## src/rtl/poci_bus_n.sv

```systemverilog
// poci_bus_n: single-master, NSLV-slave POCI (APB-style) interconnect.
// Decodes the paddr page against a per-slave base table and latches the
// selected slave at SETUP. It then holds that selection through ACCESS and
// watches for stuck slaves with a watchdog. Unmapped, timed-out and malformed
// transfers are completed by the bus itself with pslverr=1, and error status
// is published for a system fault register.
//
// Ports
//   pclk, preset               clock, synchronous active-high reset
//   m_psel .. m_pwdata         master request inputs
//   m_prdata/m_pready/m_pslverr  response returned to the master
//   s_psel                     one-hot slave select
//   s_penable .. s_pwdata      request broadcast to all slaves (unregistered)
//   s_prdata/s_pready/s_pslverr  per-slave responses (slave i at lane i)
//   err_valid                  one-cycle pulse after a bus-generated error
//   err_code                   last error: 01 unmapped, 10 timeout, 11 protocol
//   err_addr                   m_paddr of the last bus-generated error
//   err_cnt                    saturating count of bus-generated errors
module poci_bus_n #(
  parameter int unsigned NSLV    = 4,
  parameter int unsigned DW      = 32,
  parameter int unsigned DEC_LSB = 12,
  parameter logic [NSLV*(32-DEC_LSB)-1:0] BASE = {20'h00004, 20'h00003, 20'h00002, 20'h00001},
  parameter int unsigned TIMEOUT = 255
) (
  input  logic               pclk,
  input  logic               preset,
  input  logic               m_psel,
  input  logic               m_penable,
  input  logic               m_pwrite,
  input  logic [31:0]        m_paddr,
  input  logic [DW-1:0]      m_pwdata,
  output logic [DW-1:0]      m_prdata,
  output logic               m_pready,
  output logic               m_pslverr,
  output logic [NSLV-1:0]    s_psel,
  output logic               s_penable,
  output logic               s_pwrite,
  output logic [31:0]        s_paddr,
  output logic [DW-1:0]      s_pwdata,
  input  logic [NSLV*DW-1:0] s_prdata,
  input  logic [NSLV-1:0]    s_pready,
  input  logic [NSLV-1:0]    s_pslverr,
  output logic               err_valid,
  output logic [1:0]         err_code,
  output logic [31:0]        err_addr,
  output logic [15:0]        err_cnt
);

  localparam int unsigned PW  = 32 - DEC_LSB;
  localparam int unsigned IW  = (NSLV > 1) ? $clog2(NSLV) : 1;
  localparam int unsigned WCW = (TIMEOUT > 1) ? $clog2(TIMEOUT + 1) : 1;

  localparam logic [1:0] ErrUnmapped = 2'b01;
  localparam logic [1:0] ErrTimeout  = 2'b10;
  localparam logic [1:0] ErrProtocol = 2'b11;

  typedef enum logic {StIdle, StAccess} state_e;

  state_e         state_q, state_d;
  logic [IW-1:0]  sel_q, sel_d;
  logic           hit_q, hit_d;
  logic [WCW-1:0] wcnt_q, wcnt_d;

  logic           err_valid_q;
  logic [1:0]     err_code_q;
  logic [31:0]    err_addr_q;
  logic [15:0]    err_cnt_q;

  logic           hit_any;
  logic [IW-1:0]  hit_idx;
  logic           wd_expire;
  logic           bus_err;
  logic [1:0]     bus_code;

  // Scan from the top down so the lowest matching slave index wins.
  always_comb begin
    hit_any = 1'b0;
    hit_idx = '0;
    for (int i = int'(NSLV) - 1; i >= 0; i--) begin
      if (m_paddr[31:DEC_LSB] == BASE[i*PW +: PW]) begin
        hit_any = 1'b1;
        hit_idx = IW'(i);
      end
    end
  end

  assign wd_expire = (TIMEOUT != 0) && (wcnt_q == WCW'(TIMEOUT));

  always_comb begin
    state_d   = state_q;
    sel_d     = sel_q;
    hit_d     = hit_q;
    wcnt_d    = wcnt_q;
    s_psel    = '0;
    m_pready  = 1'b0;
    m_pslverr = 1'b0;
    m_prdata  = '0;
    bus_err   = 1'b0;
    bus_code  = 2'b00;

    unique case (state_q)
      StIdle: begin
        if (m_psel && !m_penable) begin
          if (hit_any) s_psel[hit_idx] = 1'b1;
          sel_d   = hit_idx;
          hit_d   = hit_any;
          wcnt_d  = '0;
          state_d = StAccess;
        end else if (m_psel && m_penable) begin
          // ACCESS without a preceding SETUP: bus answers with an error.
          m_pready  = 1'b1;
          m_pslverr = 1'b1;
          bus_err   = 1'b1;
          bus_code  = ErrProtocol;
        end
      end
      StAccess: begin
        if (!m_psel) begin
          // Master abandoned the transfer: quietly release the slave.
          state_d = StIdle;
        end else if (!hit_q) begin
          m_pready  = 1'b1;
          m_pslverr = 1'b1;
          bus_err   = 1'b1;
          bus_code  = ErrUnmapped;
          state_d   = StIdle;
        end else if (wd_expire) begin
          m_pready  = 1'b1;
          m_pslverr = 1'b1;
          bus_err   = 1'b1;
          bus_code  = ErrTimeout;
          state_d   = StIdle;
        end else begin
          s_psel[sel_q] = 1'b1;
          m_prdata      = s_prdata[sel_q*DW +: DW];
          m_pready      = s_pready[sel_q];
          m_pslverr     = s_pslverr[sel_q];
          if (s_pready[sel_q]) begin
            state_d = StIdle;
          end else begin
            wcnt_d = wcnt_q + WCW'(1);
          end
        end
      end
      default: state_d = StIdle;
    endcase

    // Outputs are held quiet for as long as reset is asserted.
    if (preset) begin
      s_psel    = '0;
      m_pready  = 1'b0;
      m_pslverr = 1'b0;
      m_prdata  = '0;
      bus_err   = 1'b0;
    end
  end

  always_ff @(posedge pclk) begin
    if (preset) begin
      state_q     <= StIdle;
      sel_q       <= '0;
      hit_q       <= 1'b0;
      wcnt_q      <= '0;
      err_valid_q <= 1'b0;
      err_code_q  <= 2'b00;
      err_addr_q  <= '0;
      err_cnt_q   <= '0;
    end else begin
      state_q     <= state_d;
      sel_q       <= sel_d;
      hit_q       <= hit_d;
      wcnt_q      <= wcnt_d;
      err_valid_q <= bus_err;
      if (bus_err) begin
        err_code_q <= bus_code;
        err_addr_q <= m_paddr;
        if (err_cnt_q != 16'hFFFF) err_cnt_q <= err_cnt_q + 16'd1;
      end
    end
  end

  assign s_penable = m_penable;
  assign s_pwrite  = m_pwrite;
  assign s_paddr   = m_paddr;
  assign s_pwdata  = m_pwdata;

  assign err_valid = err_valid_q;
  assign err_code  = err_code_q;
  assign err_addr  = err_addr_q;
  assign err_cnt   = err_cnt_q;

endmodule
```

## config.mk

```make
export PLATFORM = sky130hd
export DESIGN_NAME = poci_bus_n
export DESIGN_NICKNAME = d
export VERILOG_FILES = /design/src/rtl/poci_bus_n.sv
export SDC_FILE = /design/constraint.sdc
export NUM_CORES = 1
export LEC_CHECK = 0
export CORE_AREA = 2 2 140 142
export CTS_CLUSTER_DIAMETER = 100
export DETAILED_ROUTE_END_ITERATION = 12
export DIE_AREA = 0 0 142 144
export DONT_BUFFER_PORTS = 1
export SYNTH_ARGS = -nofsm -noshare
export SYNTH_HDL_FRONTEND = slang
export SYNTH_SLANG_ARGS = --single-unit
```

## constraint.sdc

```tcl
create_clock -name pclk -period 1.95 [get_ports pclk]
set_input_delay 0.39 -clock pclk [delete_from_list [all_inputs] [get_ports pclk]]
set_output_delay 0.39 -clock pclk [all_outputs]
set_load 0.005 [all_outputs]
```

# Word level (Yosys, flattened, before mapping)
# Index checks and enable logic that the tools add are counted.
dict set report word_totals {
  register_bits 63
  latch_bits 0
  ramBits 0
  rom_bits 0
  word_cells 98
  mem_count 0
}
dict set report op_classes {
  addsub 2
  n_mul 0
  div 0
  n_lt_le_gt_ge 4
  n_eq_ne 11
  shifts 1
  n_mux 63
  bitwise_logic 1
  reduce_logical 8
}
# cell n
set ops {}
lappend ops {{32-bit two-way mux} 5}
lappend ops {{128-bit by 8-bit indexed part select with 32-bit output} 1}
lappend ops {{20-bit by 2-bit equality test with 1-bit output, second input constant} 2}
lappend ops {{8-bit two-way mux} 5}
lappend ops {{1-bit two-way mux} 27}
lappend ops {{4-bit two-way mux} 6}
lappend ops {{20-bit by 1-bit equality test with 1-bit output, second input constant} 1}
lappend ops {{20-bit by 3-bit equality test with 1-bit output, second input constant} 1}
lappend ops {{2-bit two-way mux} 9}
lappend ops {{16-bit by 1-bit adder with 16-bit output, second input constant} 1}
lappend ops {{16-bit inequality test, second input constant} 1}
lappend ops {{8-bit case mux with 2 select lines} 1}
lappend ops {{8-bit by 1-bit adder with 8-bit output, second input constant} 1}
lappend ops {{8-bit equality test, second input constant} 1}
lappend ops {{2-bit inequality test, second input constant} 4}
lappend ops {{1-bit case mux with 2 select lines} 4}
lappend ops {{4-bit case mux with 2 select lines} 1}
lappend ops {{2-bit by 3-bit < comparator with 1-bit output, second input constant} 2}
lappend ops {{5-bit AND reduction} 1}
lappend ops {{1-bit binary-select mux with 2-bit select} 2}
lappend ops {{1-bit demux with 2-bit select} 2}
lappend ops {{2-bit by 1-bit greater-or-equal comparator with 1-bit output, second input constant} 2}
lappend ops {{1-bit logical AND} 4}
lappend ops {{2-bit case mux with 2 select lines} 1}
lappend ops {{4 further kinds} 5}

# Longest topological paths before layout
dict set report depth {
  depth_word 13
  ltp_mapped 7
  depth_no_buf 5
}

# Least setup slack after synthesis
# No wires, ideal clock.
dict set report synth_path {
  path_kind {register to output}
  from {register wcnt_q[0]}
  to {output s_psel[2]}
  arrival_time_ps 1697
  path_slack_ps -137
  stages_incl_launch_ff 7
  n_path_buf 1
  cell_sequence {dfxtp_1 -> ha_1 -> and3_1 -> a21oi_1 -> clkbuf_1 -> nand3_1 -> o22ai_1}
}
dict set report synth_via {
  elab_chain_len 6
}
# item line
set synth_lines {}
lappend synth_lines {{start, declared} 63} ;# logic [WCW-1:0] wcnt_q, wcnt_d;
lappend synth_lines {{start signal, assigned} 173} ;# wcnt_q <= wcnt_d;
lappend synth_lines {{8-bit equality test} 88} ;# assign wd_expire = (TIMEOUT != 0) && (wcnt_q == WCW'(TIMEOUT));
lappend synth_lines {{4-bit two-way mux} 128} ;# end else if (wd_expire) begin
lappend synth_lines {{4-bit two-way mux} 122} ;# end else if (!hit_q) begin
lappend synth_lines {{4-bit two-way mux} 119} ;# if (!m_psel) begin
lappend synth_lines {{4-bit case mux with 2 select lines} 102} ;# unique case (state_q)
lappend synth_lines {{4-bit two-way mux} 150} ;# if (preset) begin
lappend synth_lines {{end, declared} 36} ;# output logic [NSLV-1:0] s_psel,
# Every way passes these cells.

# Worst setup path in the final report
dict set report layout_path {
  from {register sel_q[0]}
  to {output m_prdata[5]}
}
dict set report layout_via {
  elab_chain_len 6
}
# item line
set layout_lines {}
lappend layout_lines {{start, declared} 61} ;# logic [IW-1:0] sel_q, sel_d;
lappend layout_lines {{start signal, assigned} 171} ;# sel_q <= sel_d;
lappend layout_lines {{128-bit by 8-bit indexed part select with 32-bit output} 136} ;# m_prdata = s_prdata[sel_q*DW +: DW];
lappend layout_lines {{32-bit two-way mux} 128}
lappend layout_lines {{32-bit two-way mux} 122}
lappend layout_lines {{32-bit two-way mux} 119}
lappend layout_lines {{32-bit two-way mux} 102}
lappend layout_lines {{32-bit two-way mux} 150}
lappend layout_lines {{end, declared} 33} ;# output logic [DW-1:0] m_prdata,
# Every way passes these cells.

==> run_results.csv <==
group,metric,value,unit
setup_path,endpoint_kind,"primary output",
timing,min_period_over_period,1.09,
setup_path,cp.arrival,1.74,ns
min_path,holdPathStages,1,
run_status,violations,"setup timing",
detailed_routing,drtIter0Drc,282,
setup_path,cp_slowest_cell,"mux4_2",
grt,antenna_found_initial,12,
yosys,syn_inst,508,
yosys,synth_fa_ha_area_frac,0.00560,
yosys,ys_ff_latch,63,
setup_path,r2r-end,"wcnt_q[3]",
yosys,synthFlopType,"dfxtp_1",
timing,clock.fmax,469,MHz
timing,tns,-5.82,ns
timing,fin_worst_skew,0.00895,ns
yosys,synth_compound_area_frac,0.135,
detailed_routing,wl_met1,6660,um
place,hpwl,14600,um
setup_path,crit_path_start_kind,"flip-flop",
finish,drive_above_1_share,0.377,
detailed_routing,top_layer_used,"met5",
yosys,synth_area_per_cell,8.79,um^2
detailed_routing,ant_nets,0,
timing,rsz0062_at_grt,"true",
yosys,synth_cell_types,47,
power_and_ir_drop,total_leakage_power,1.86,nW
setup_path,critPathMaxFanout,6,
die,core_area,19100,um^2
clocking,cts-root-buf,"clkbuf_16",
yosys,yosysTopAreaCell,"dfxtp_1",
yosys,synth_xor_area_frac,0.00392,
timing,setup_violations,45,
setup_path,critPathCapture,"m_prdata[5]",
clocking,cts.sinks,63,
run_status,status,"finished with violations",
setup_path,r2r_slack,-0.09,ns
die,die-width,142,um
timing,drv_slew,0,
yosys,ys_seq_area_frac,0.282,
detailed_routing,wl_met2,10000,um
yosys,synth_mux_area_frac,0.201,
setup_path,max_stage_delay,0.50,ns
detailed_routing,first_pass_iters,4,
die,dieArea,20400,um^2
setup_path,worstRegToRegCells,6,
clocking,cts_max_level,3,
die,rows,51,
grt,track_usage,0.173,
finish,syn2layout_area_growth,27.2,%
power_and_ir_drop,total_power,3.35,mW
setup_path,cp.required,1.56,ns
detailed_routing,routedWlPerCell,26.0,um
yosys,synthSimpleGateAreaFrac,0.221,
setup_path,crit_buf_inv,3,
yosys,synthTopCellsByArea,"dfxtp_1 (28%), mux4_2 (17%), buf_4 (11%)",
setup_path,crit_cells,5,
clocking,clk_latency,0.34,ns
clocking,cts_tree,"built",
timing,fin_ws,-0.183,ns
timing,period_needed,2.13,ns
yosys,yosys_warnings,0,
min_path,hp-class,"in -> reg",
timing,max_slew_margin,0.666,
setup_path,r2r-start,"sel_q[0]",
grt,overflow,0,
setup_path,path_cells,"buf_8 > buf_6 > clkbuf_16 > mux4_2 > nor2b_4",
timing,finalHoldViolations,0,
clocking,clock_path_buffers,2,
yosys,synth.top_cell.area_share,0.282,
detailed_routing,drc,0,
grt,grt_max_degree,59,
setup_path,criticalPathCategory,"reg -> out",
timing,worst_pin_slew,0.499,ns
finish,num-nets-final,688,
yosys,syn-num-nets,715,
place,routabilityCongestion,0.936,
die,die_y,144,um
power_and_ir_drop,powerDensity,590,nW/um^2
clocking,ctsHoldBuffers,0,
setup_path,startpoint,"sel_q[0]",
clocking,numCtsBuffers,9,
die,initial_core_util,0.234,
detailed_routing,vias,3997,
detailed_routing,vias_per_cell,5.46,
job,maxCapViolCount,0,
yosys,synth_edf_count,0,
detailed_routing,met3WireLength,1930,um
grt,grt_first_pass_wirelength,25400,um
detailed_routing,wirelength,19100,um
grt,grt_pass1_vias,3811,
yosys,synth_top_family_by_area,"simple AND/OR/NAND/NOR gates",
setup_path,cp_top_family,"multiplexers",
clocking,clk_pin_slew,0.06,ns
die,io_pins,360,
yosys,async_flop_share,0,
yosys,syn_area,4470,um^2
power_and_ir_drop,irDropWorstVdd,280,uV
place,io_buffers,0,
## registers in the layout, indices dropped and copies added (netlist names)
register	count
err_cnt	16
wcnt_q	8
err_valid	1
err_code	2
err_addr	32
state_q	1
sel_q	2
hit_q	1
## layout by cell type, fill, tap and decap left out, types with 3 or more instances in the layout
cell type and count:
a21oi_1 39, a21oi_2 3, and4_1 4, buf_12 7, buf_16 3, buf_4 38
buf_6 15, buf_8 3, clkbuf_16 12, dfxtp_1 55, dfxtp_2 6, diode_2 8
inv_1 5, inv_6 3, mux2_1 8, mux2i_1 4, mux4_2 34, nand2_1 18
nand3_1 48, nand4_1 10, nor2_1 14, nor2b_1 14, nor2b_4 28, nor3_1 3
nor4_1 4, nor4_2 10, o21ai_1 39, o31ai_1 5, or3_1 3
## what timing repair did
item                                    in CTS  in global routing
gates cloned                                 2                  3
gates resized for setup                     64                 53
pin swaps                                   14                  8
buffers inserted                            10                  9
endpoints found under the setup margin      42                 58
## kinds of logic after synthesis
group           count (synthesis)
buf+inv                       113
fa+ha+maj                       2
xor+xnor                        2
simple gates                  175
flops                          63
mux                            46
compound gates                107
## synth_stat cells, types with 10 or more instances
| cell type | number |
|---|---|
| buf_4 | 66 |
| dfxtp_1 | 63 |
| nand3_1 | 49 |
| a21oi_1 | 43 |
| nor2b_1 | 42 |
| o21ai_1 | 40 |
| mux4_2 | 34 |
| clkbuf_1 | 31 |
| nand2_1 | 18 |
| nor2_1 | 14 |
| nor4_1 | 14 |
| nand4_1 | 10 |
## report_power, final
part / total [mW] / leakage [nW] / switching [mW] / internal, mW
Sequential: 1.34 / 0.515 / 0.0242 / 1.32
Clock: 1.79 / 0.157 / 0.658 / 1.13
Combinational: 0.220 / 1.18 / 0.0940 / 0.126
## worst min-delay path by stage
stage,start,end,slack [ns]
CTS,preset,state_q,0.11
global placement,preset,err_addr[16],0.47
floorplan,wcnt_q[5],wcnt_q[5],0.46
detailed placement,preset,err_addr[16],0.47
finish,preset,err_addr[24],0.12
global route,preset,err_addr[31],0.1
## through the flow
step	cells	area (um^2)	hold slack (ns)	util	setup WS, ns
CTS	712	5280	0.107	0.277	-0.243
global placement	684	4550	0.466	0.238	-0.201
detailed placement	684	4550	0.467	0.238	-0.224
finish	732	5680	0.117	0.298	-0.183
global route	727	5670	0.0997	0.297	-0.238
floorplan	508	4470	0.461	-	-0.0500
## worst register-to-register path: stages (launching register included)
cell and delay [ns]:
dfxtp_2 0.34, buf_4 0.11, mux4_2 0.55, a211o_4 0.37, buf_6 0.14, or3_4 0.36, a21oi_2 0.11
## routing by layer
metal	vias up	global-route usage
li1	1779	-
met1	1950	0.191
met2	235	0.307
met3	29	0.0656
met4	4	0.0553
met5	-	0
## final cells by class
cell class	instances	area [um^2]
fillers	1952	13400
multi-input cells	332	2940
flip-flops and latches	63	1280
repair buffers	69	797
well taps	238	298
clock buffers	9	225
clock inverters	7	103
inverters	6	22.5
diodes	8	20.0
(Power assumes the default switching activity.)
